===== src/rtl/imem_loader.sv =====
// Byte-stream programmer for the CPU instruction memory: assembles big-endian words,
// writes them to consecutive imem addresses and holds the CPU in reset until loading finishes.
// Optional feature macro: IMEM_LOADER_CHECKSUM_EN (trailing XOR checksum byte after the last word).
module imem_loader #(
    parameter int DEPTH_LOG2 = 8,
    parameter int ADDR_LEN   = 32,
    parameter int INSTR_LEN  = 32
) (
    input  logic                  clk,
    input  logic                  rst,
    input  logic                  start,
    input  logic [DEPTH_LOG2:0]   word_count,
    input  logic                  in_valid,
    input  logic [7:0]            in_data,
    output logic                  in_ready,
    output logic                  imem_we,
    output logic [ADDR_LEN-1:0]   imem_addr,
    output logic [INSTR_LEN-1:0]  imem_wdata,
    output logic                  cpu_rst,
    output logic                  busy,
    output logic                  done,
    output logic                  error
);

    localparam logic [DEPTH_LOG2:0] MAX_WORDS = (DEPTH_LOG2+1)'(1) << DEPTH_LOG2;

    typedef enum logic [2:0] {
        IDLE  = 3'd0,
        RECV  = 3'd1,
        WRITE = 3'd2,
`ifdef IMEM_LOADER_CHECKSUM_EN
        CHK   = 3'd3,
`endif
        DONE  = 3'd4,
        ERR   = 3'd5
    } state_t;

    state_t                 state, state_n;
    logic [DEPTH_LOG2:0]    word_idx, word_idx_n;
    logic [DEPTH_LOG2:0]    wc, wc_n;
    logic [1:0]             byte_idx, byte_idx_n;
    logic [INSTR_LEN-1:0]   shift, shift_n;
    logic                   in_ready_n, imem_we_n, cpu_rst_n, busy_n, done_n, error_n;
    logic [ADDR_LEN-1:0]    imem_addr_n;
    logic [INSTR_LEN-1:0]   imem_wdata_n;
    logic                   hs;
`ifdef IMEM_LOADER_CHECKSUM_EN
    logic [7:0]             xor_acc, xor_acc_n;
`endif

    assign hs = in_valid && in_ready;

    always_ff @(posedge clk or posedge rst) begin
        if (rst) begin
            state      <= IDLE;
            word_idx   <= '0;
            wc         <= '0;
            byte_idx   <= '0;
            shift      <= '0;
            in_ready   <= 1'b0;
            imem_we    <= 1'b0;
            imem_addr  <= '0;
            imem_wdata <= '0;
            cpu_rst    <= 1'b1;
            busy       <= 1'b0;
            done       <= 1'b0;
            error      <= 1'b0;
`ifdef IMEM_LOADER_CHECKSUM_EN
            xor_acc    <= '0;
`endif
        end else begin
            state      <= state_n;
            word_idx   <= word_idx_n;
            wc         <= wc_n;
            byte_idx   <= byte_idx_n;
            shift      <= shift_n;
            in_ready   <= in_ready_n;
            imem_we    <= imem_we_n;
            imem_addr  <= imem_addr_n;
            imem_wdata <= imem_wdata_n;
            cpu_rst    <= cpu_rst_n;
            busy       <= busy_n;
            done       <= done_n;
            error      <= error_n;
`ifdef IMEM_LOADER_CHECKSUM_EN
            xor_acc    <= xor_acc_n;
`endif
        end
    end

    always_comb begin
        state_n      = state;
        word_idx_n   = word_idx;
        wc_n         = wc;
        byte_idx_n   = byte_idx;
        shift_n      = shift;
        in_ready_n   = in_ready;
        imem_we_n    = 1'b0;
        imem_addr_n  = imem_addr;
        imem_wdata_n = imem_wdata;
        cpu_rst_n    = cpu_rst;
        busy_n       = busy;
        done_n       = done;
        error_n      = error;
`ifdef IMEM_LOADER_CHECKSUM_EN
        xor_acc_n    = xor_acc;
`endif

        case (state)
            // Start is only honoured when no load is in flight.
            IDLE, DONE, ERR: begin
                if (start) begin
                    wc_n       = word_count;
                    word_idx_n = '0;
                    byte_idx_n = '0;
`ifdef IMEM_LOADER_CHECKSUM_EN
                    xor_acc_n  = '0;
`endif
                    if (word_count == '0) begin
                        state_n   = DONE;
                        cpu_rst_n = 1'b0;
                        done_n    = 1'b1;
                        busy_n    = 1'b0;
                        error_n   = 1'b0;
                    end else if (word_count > MAX_WORDS) begin
                        state_n   = ERR;
                        cpu_rst_n = 1'b1;
                        done_n    = 1'b0;
                        busy_n    = 1'b0;
                        error_n   = 1'b1;
                    end else begin
                        state_n    = RECV;
                        cpu_rst_n  = 1'b1;
                        done_n     = 1'b0;
                        busy_n     = 1'b1;
                        error_n    = 1'b0;
                        in_ready_n = 1'b1;
                    end
                end
            end

            RECV: begin
                if (hs) begin
                    shift_n = {shift[INSTR_LEN-9:0], in_data};
`ifdef IMEM_LOADER_CHECKSUM_EN
                    xor_acc_n = xor_acc ^ in_data;
`endif
                    if (byte_idx == 2'd3) begin
                        // Write enable is registered with the WRITE state so it lasts exactly that cycle.
                        state_n      = WRITE;
                        byte_idx_n   = '0;
                        in_ready_n   = 1'b0;
                        imem_we_n    = 1'b1;
                        imem_addr_n  = {{(ADDR_LEN-DEPTH_LOG2-1){1'b0}}, word_idx} << 2;
                        imem_wdata_n = {shift[INSTR_LEN-9:0], in_data};
                    end else begin
                        byte_idx_n = byte_idx + 2'd1;
                    end
                end
            end

            WRITE: begin
                if (word_idx == wc - 1'b1) begin
`ifdef IMEM_LOADER_CHECKSUM_EN
                    state_n    = CHK;
                    in_ready_n = 1'b1;
`else
                    state_n   = DONE;
                    cpu_rst_n = 1'b0;
                    done_n    = 1'b1;
                    busy_n    = 1'b0;
`endif
                end else begin
                    word_idx_n = word_idx + 1'b1;
                    state_n    = RECV;
                    in_ready_n = 1'b1;
                end
            end

`ifdef IMEM_LOADER_CHECKSUM_EN
            CHK: begin
                if (hs) begin
                    in_ready_n = 1'b0;
                    busy_n     = 1'b0;
                    if (in_data == xor_acc) begin
                        state_n   = DONE;
                        cpu_rst_n = 1'b0;
                        done_n    = 1'b1;
                    end else begin
                        state_n   = ERR;
                        cpu_rst_n = 1'b1;
                        error_n   = 1'b1;
                    end
                end
            end
`endif

            default: begin
                state_n    = IDLE;
                in_ready_n = 1'b0;
                cpu_rst_n  = 1'b1;
                busy_n     = 1'b0;
            end
        endcase
    end

endmodule

===== config.mk =====
export PLATFORM = sky130hd
export DESIGN_NAME = imem_loader
export DESIGN_NICKNAME = d
export VERILOG_FILES = /design/src/rtl/imem_loader.sv
export SDC_FILE = /design/constraint.sdc
export NUM_CORES = 1
export LEC_CHECK = 0
export ABC_AREA = 1
export BUFFER_PORTS_ARGS = -buffer_cell sky130_fd_sc_hd__buf_2
export CAP_MARGIN = 20
export CORE_ASPECT_RATIO = 0.75
export CORE_MARGIN = 2
export CORE_UTILIZATION = 46
export CTS_CLUSTER_DIAMETER = 200
export CTS_CLUSTER_SIZE = 12
export DETAILED_ROUTE_END_ITERATION = 10
export PLACE_DENSITY = 0.77
export SLEW_MARGIN = 10
export SYNTH_ARGS = -nofsm -noshare
export SYNTH_HDL_FRONTEND = slang
export SYNTH_SLANG_ARGS = --single-unit

===== constraint.sdc =====
create_clock -name clk -period 3.41 [get_ports clk]
set_clock_uncertainty 0.15 [all_clocks]
set_input_delay 0.341 -clock clk [delete_from_list [all_inputs] [get_ports clk]]
set_output_delay 0.341 -clock clk [all_outputs]
set_load 0.02 [all_outputs]

# ---- Word-level counts from Yosys, hierarchy flattened
# Index checks and enable logic that the tools add are counted.
dict set report op_classes {
  add_sub_neg 3
  n_mul 0
  div_mod_pow 0
  order_cmp 1
  eq_ne 13
  shift 0
  n_mux 38
  bitwise_logic 1
  n_reduce_logical 15
}
# op count
set op_table {}
lappend op_table {{2-to-1 mux 1 bit} 20}
lappend op_table {{2-to-1 mux 3 bit} 6}
lappend op_table {{2-to-1 mux 9 bit} 2}
lappend op_table {{case mux 9 bit (2 select lines)} 1}
lappend op_table {{AND reduction 3 bit} 6}
lappend op_table {{inequality test 2 bit, second input constant} 7}
lappend op_table {{adder 9 x 1 -> 9 bit, second input constant} 1}
lappend op_table {{equality test 9 bit} 1}
lappend op_table {{> comparator 9 bit, second input constant} 1}
lappend op_table {{zero test 9 bit} 1}
lappend op_table {{case mux 1 bit (3 select lines)} 3}
lappend op_table {{case mux 3 bit (3 select lines)} 1}
lappend op_table {{subtractor 9 x 1 -> 9 bit, second input constant} 1}
lappend op_table {{equality test 3 bit, second input constant} 2}
lappend op_table {{2-to-1 mux 2 bit} 3}
lappend op_table {{AND reduction 6 bit} 1}
lappend op_table {{case mux 2 bit (2 select lines)} 1}
lappend op_table {{AND reduction 2 bit} 2}
lappend op_table {{nonzero test 2 bit} 2}
lappend op_table {{equality test 3 x 1 -> 1 bit, second input constant} 1}
lappend op_table {{equality test 3 x 2 -> 1 bit, second input constant} 1}
lappend op_table {{zero test 3 bit} 1}
lappend op_table {{OR reduction 3 bit} 1}
lappend op_table {{adder 2 x 1 -> 2 bit, second input constant} 1}
lappend op_table {{4 further kinds} 4}
dict set report totals {
  reg_bits 94
  latchBits 0
  ram_bits 0
  rom_bits 0
  output_inout_bits 70
  mem_count 0
}

# ---- Longest topological paths before layout
dict set report logic_depth {
  depth_word 5
  ltp_mapped 15
  depth_no_buf 15
}

# ---- Worst setup path before layout
# OpenSTA, ideal clock, no wires.
dict set report synth_timing {
  kind {register -> register}
  startpoint {reg wc[0]}
  endpoint {reg busy}
  arrival_time_ns 1.642
  path_slack_ns 1.501
  stages_incl_launch_ff 16
  synth_period_minus_slack_ns 1.909
  path_cell_list {dfrtp_1 -> inv_1 -> ha_1 -> nand2_1 -> nor2_1 -> nand2_1 -> nand2_1 -> nand2_1 -> inv_1 -> nand2_1 -> nor2_2 -> nand2_1 -> nand2_2 -> nand2_1 -> nand2_1 -> nand2_1}
}
dict set report synth_between {
  elab_chain_cells 4
}
# item line_no
set synth_lines {}
lappend synth_lines {{from (decl)} 40} ;# logic [DEPTH_LOG2:0] wc, wc_n;
lappend synth_lines {{from (signal assigned)} 74} ;# wc <= wc_n;
lappend synth_lines {{subtractor 9 x 1 -> 9 bit} 163} ;# if (word_idx == wc - 1'b1) begin
lappend synth_lines {{equality test 9 bit} 163}
lappend synth_lines {{inequality test 2 bit (no line)} --}
lappend synth_lines {{AND reduction 3 bit (no line)} --}
lappend synth_lines {{to (signal assigned)} 82} ;# busy <= busy_n;
lappend synth_lines {{to (decl)} 20} ;# output logic busy,
# No other way between the ends.
# A chain may end at the register's enable or synchronous reset.

# ---- Worst setup path after layout
dict set report layout_timing {
  startpoint {reg wc[0]}
  endpoint {reg word_idx[3]}
}
dict set report layout_between {
  elab_chain_cells 4
}
# item line_no
set layout_lines {}
lappend layout_lines {{subtractor 9 x 1 -> 9 bit} 163}
lappend layout_lines {{equality test 9 bit} 163}
lappend layout_lines {{inequality test 2 bit (no line)} --}
lappend layout_lines {{AND reduction 3 bit (no line)} --}
lappend layout_lines {{to (signal assigned)} 73} ;# word_idx <= word_idx_n;
lappend layout_lines {{to (decl)} 39} ;# logic [DEPTH_LOG2:0] word_idx, word_idx_n;
# No other way between the ends.

==> flow_summary.yaml <==
timing:
  rsz0062_at_grt: "no"
  max_freq_mhz: 427
  setup-violations-final: 0
  fin_ws_ns: 1.07
  slew_violations: 0
  period_needed_ns: 2.34
  hold_ws_ns: 0.0679
  tightest_slew_ns: 0.651
  fin_crit_sh: 0.687
  fin_setup_tns_ns: 0
  slew_headroom: 0.565
  report.final.hold_viol_count: 0
global_route:
  antenna_found_initial: 0
  grt_pass1_wl_mm: 15.3
  grt_use_total: 0.180
  grt_overflow: 0
  grt_pass1_vias: 3195
  grt_max_degree: 75
clock_network:
  cts_tree: "done"
  post_cts_buffers: 0
  cts_max_path_buffers: 2
  clock-sinks: 94
  cts_made_buffers: 9
  htreeDepth: 3
  clk_latency_ns: 0.34
  post_cts_resized: 0
  cts.clk_slew.worst_paths_ns: 0.07
  clock-root-buffer: "clkbuf_16"
  ctsHoldBuffers: 1
floorplan:
  start_util: 0.469
  core_area_mm2: 0.00958
  rows: 31
  die_area_mm2: 0.0106
  pin_count: 91
  dieHeight_um: 89.6
  die_w_um: 118
worst_setup_path:
  end_kind: "register"
  crit_chain: "inv_1, ha_1, nand2_1, nor2_1, nand2_1, nand2_1, nand2_1, inv_1, nand2_1, nor2_2, nand3_4, nand2_2, nand2_1, nand2_1"
  arrival_ns: 2.47
  path_common_cell: "nand2_1"
  rr_worst_depth: 14
  critPathRequiredTime_ns: 3.53
  cp-start-kind: "register"
  r2r_end: "word_idx[3]"
  rrSetupSlack_ns: 1.07
  crit_fanout: 10
  cpPeakStageDelay_ns: 0.38
  path_class: "reg -> reg"
  crit_start: "wc[0]"
  cp_top_family: "simple AND/OR/NAND/NOR gates"
  cp.buffers_inverters: 2
  critPathSlowestCell: "dfrtp_1"
  timing.rr.start: "wc[0]"
power_and_ir_drop:
  p_comb_frac: 0.330
  switching_share: 0.392
  p_clk_frac: 0.257
  cellLeakagePower_nw: 2.82
  vdd_drop_max_mv: 0.300
  p_per_area_mw_per_mm2: 791
  internal-power_mw: 2.49
  p_total_mw: 4.10
  p_sw_mw: 1.60
  seqPwrFrac: 0.413
final_layout:
  n_fill_cell: 883
  finish.utilization: 0.541
  syn_to_final_growth_pct: 15.2
  drive_gt1_frac: 0.183
  insertedDiodeCount: 0
  num-nets-final: 640
job:
  maxCapViolations: 0
status:
  status: "finished clean"
logic_synthesis:
  synth_warnings: 0
  syn_inst: 548
  synth-seq-cells: 94
  synth_top_area_cell: "dfrtp_1"
  yosys.area.top_type_share: 0.518
  yosys-top-cells-area: "dfrtp_1, nand2_1, inv_1"
  ys_seq_area_frac: 0.524
  yosysUniqueCellTypes: 33
  synth_area_mm2: 0.00450
  avgSynthCellArea_um2: 8.20
hold_path:
  hold_end: "imem_wdata[6]"
  hold_depth: 3
  min_from: "in_data[6]"
  hold_class: "in -> reg"
routing:
  route.detailed.drc: 0
  ant_nets: 0
  drtIter0Drc: 238
  drt-vias-per-instance: 4.81
  dr.pass1.iters: 5
  vias: 3607
  wire_per_inst_um: 12.5
  wl_mm: 9.38
placement:
  port_buffers: 67
  dp_slack_ns: 1.03
  dp_hpwl_mm: 6.55
  gp_congestion: 0.871
==> synth_stat cells <==
cell type and number:
inv_1 50, xnor2_1 1, conb_1 1, nor3_1 3
nand2_2 2, nor2_4 2, a21oi_1 8, xor2_1 5
buf_2 3, o21ai_2 5, nand2_1 200, buf_4 23
clkbuf_2 1, inv_2 6, nand4_1 3, dfstp_2 1
nor2_2 5, or2_2 2, buf_1 1, o21ai_1 15
dfrtp_1 93, nand3_1 25, nor4_1 2, ha_1 6
mux2_2 1, o21ai_0 34, nor2_1 35, nand3_4 1
nor3b_1 1, clkbuf_1 6, buf_6 5, o21a_1 1
nor2_8 1
==> routing by layer <==
layer  part of all wire  track usage  vias up
li1                   -            -     1788
met1               0.47        0.251     1695
met2               0.47        0.292      115
met4              0.013       0.0679        0
met3              0.051       0.0271        9
met5                  0            0        -
==> registers in the layout (all words and copies together) (netlist names), 2 cells and up <==
signal	cells
byte_idx	2
shift	24
word_idx	9
imem_addr	9
imem_wdata	32
wc	9
state	3
==> worst min-delay path, delay by kind of cell <==
family                 cells  cell delay [ns]
buffers and inverters      1             0.09
AND/OR/NAND/NOR            2             0.09
==> cell usage in the layout (no fill, tap or decap), drive strengths merged <==
cell type | synthesis | routed
conb | 1 | 23
xor2 | 5 | 5
nand4 | 3 | 3
nor2 | 43 | 43
dfstp | 1 | 1
bufinv | 0 | 1
nor3 | 3 | 3
o21ai | 54 | 54
or2 | 2 | 2
a21oi | 8 | 8
clkbuf | 7 | 9
nor4 | 2 | 2
dlygate4sd3 | 0 | 1
o21a | 1 | 1
mux2 | 1 | 1
xnor2 | 1 | 1
nor3b | 1 | 1
dfrtp | 93 | 93
inv | 56 | 59
ha | 6 | 6
nand3 | 26 | 26
clkinv | 0 | 2
buf | 32 | 70
nand2 | 202 | 202
clkinvlp | 0 | 1
==> kinds of logic after synthesis <==
kind of cell,Yosys count,share of synthesized area
compound gates,63,0.0749
xor+xnor,6,0.0117
fa+ha+maj,6,0.0167
buf+inv,95,0.108
flops,94,0.524
mux,1,0.00250
other cells,1,0.000834
simple gates,282,0.262
==> how the worst max path moves through the flow <==
stage | end | slack [ns] | depth (start not counted)
floorplan | busy | 0.47 | 1
global placement | imem_addr[7] | 1.12 | 10
detailed placement | imem_addr[8] | 1.03 | 10
CTS | imem_wdata[19] | 0.97 | 11
global route | word_idx[5] | 0.80 | 14
finish | word_idx[3] | 1.07 | 14
==> per-stage QoR <==
step | cells | cell area, µm²
final | 750 | 5180
after global routing | 750 | 5180
after CTS | 749 | 5160
after detailed placement | 732 | 4830
after global placement | 732 | 4830
after floorplan | 570 | 4580
==> power groups by stage <==
stage | sequential (mW) | combinational (mW) | clock [mW]
floorplan | 1.84 | 0.832 | 0
global placement | 1.69 | 1.29 | 0
detailed placement | 1.71 | 1.34 | 0
CTS | 1.69 | 1.36 | 1.07
global route | 1.73 | 1.53 | 1.12
finish | 1.69 | 1.35 | 1.05
==> layout make-up <==
type	count	area, µm²	share of cell area
sequential	94	2350	0.454
tap	132	165	0.0319
inverter	56	211	0.0408
clock buffer	9	225	0.0435
timing repair buffer	71	393	0.0759
clock inverter	7	91.3	0.0176
multi-input combinational	381	1740	0.336
Power figures use the tool's default switching activity.
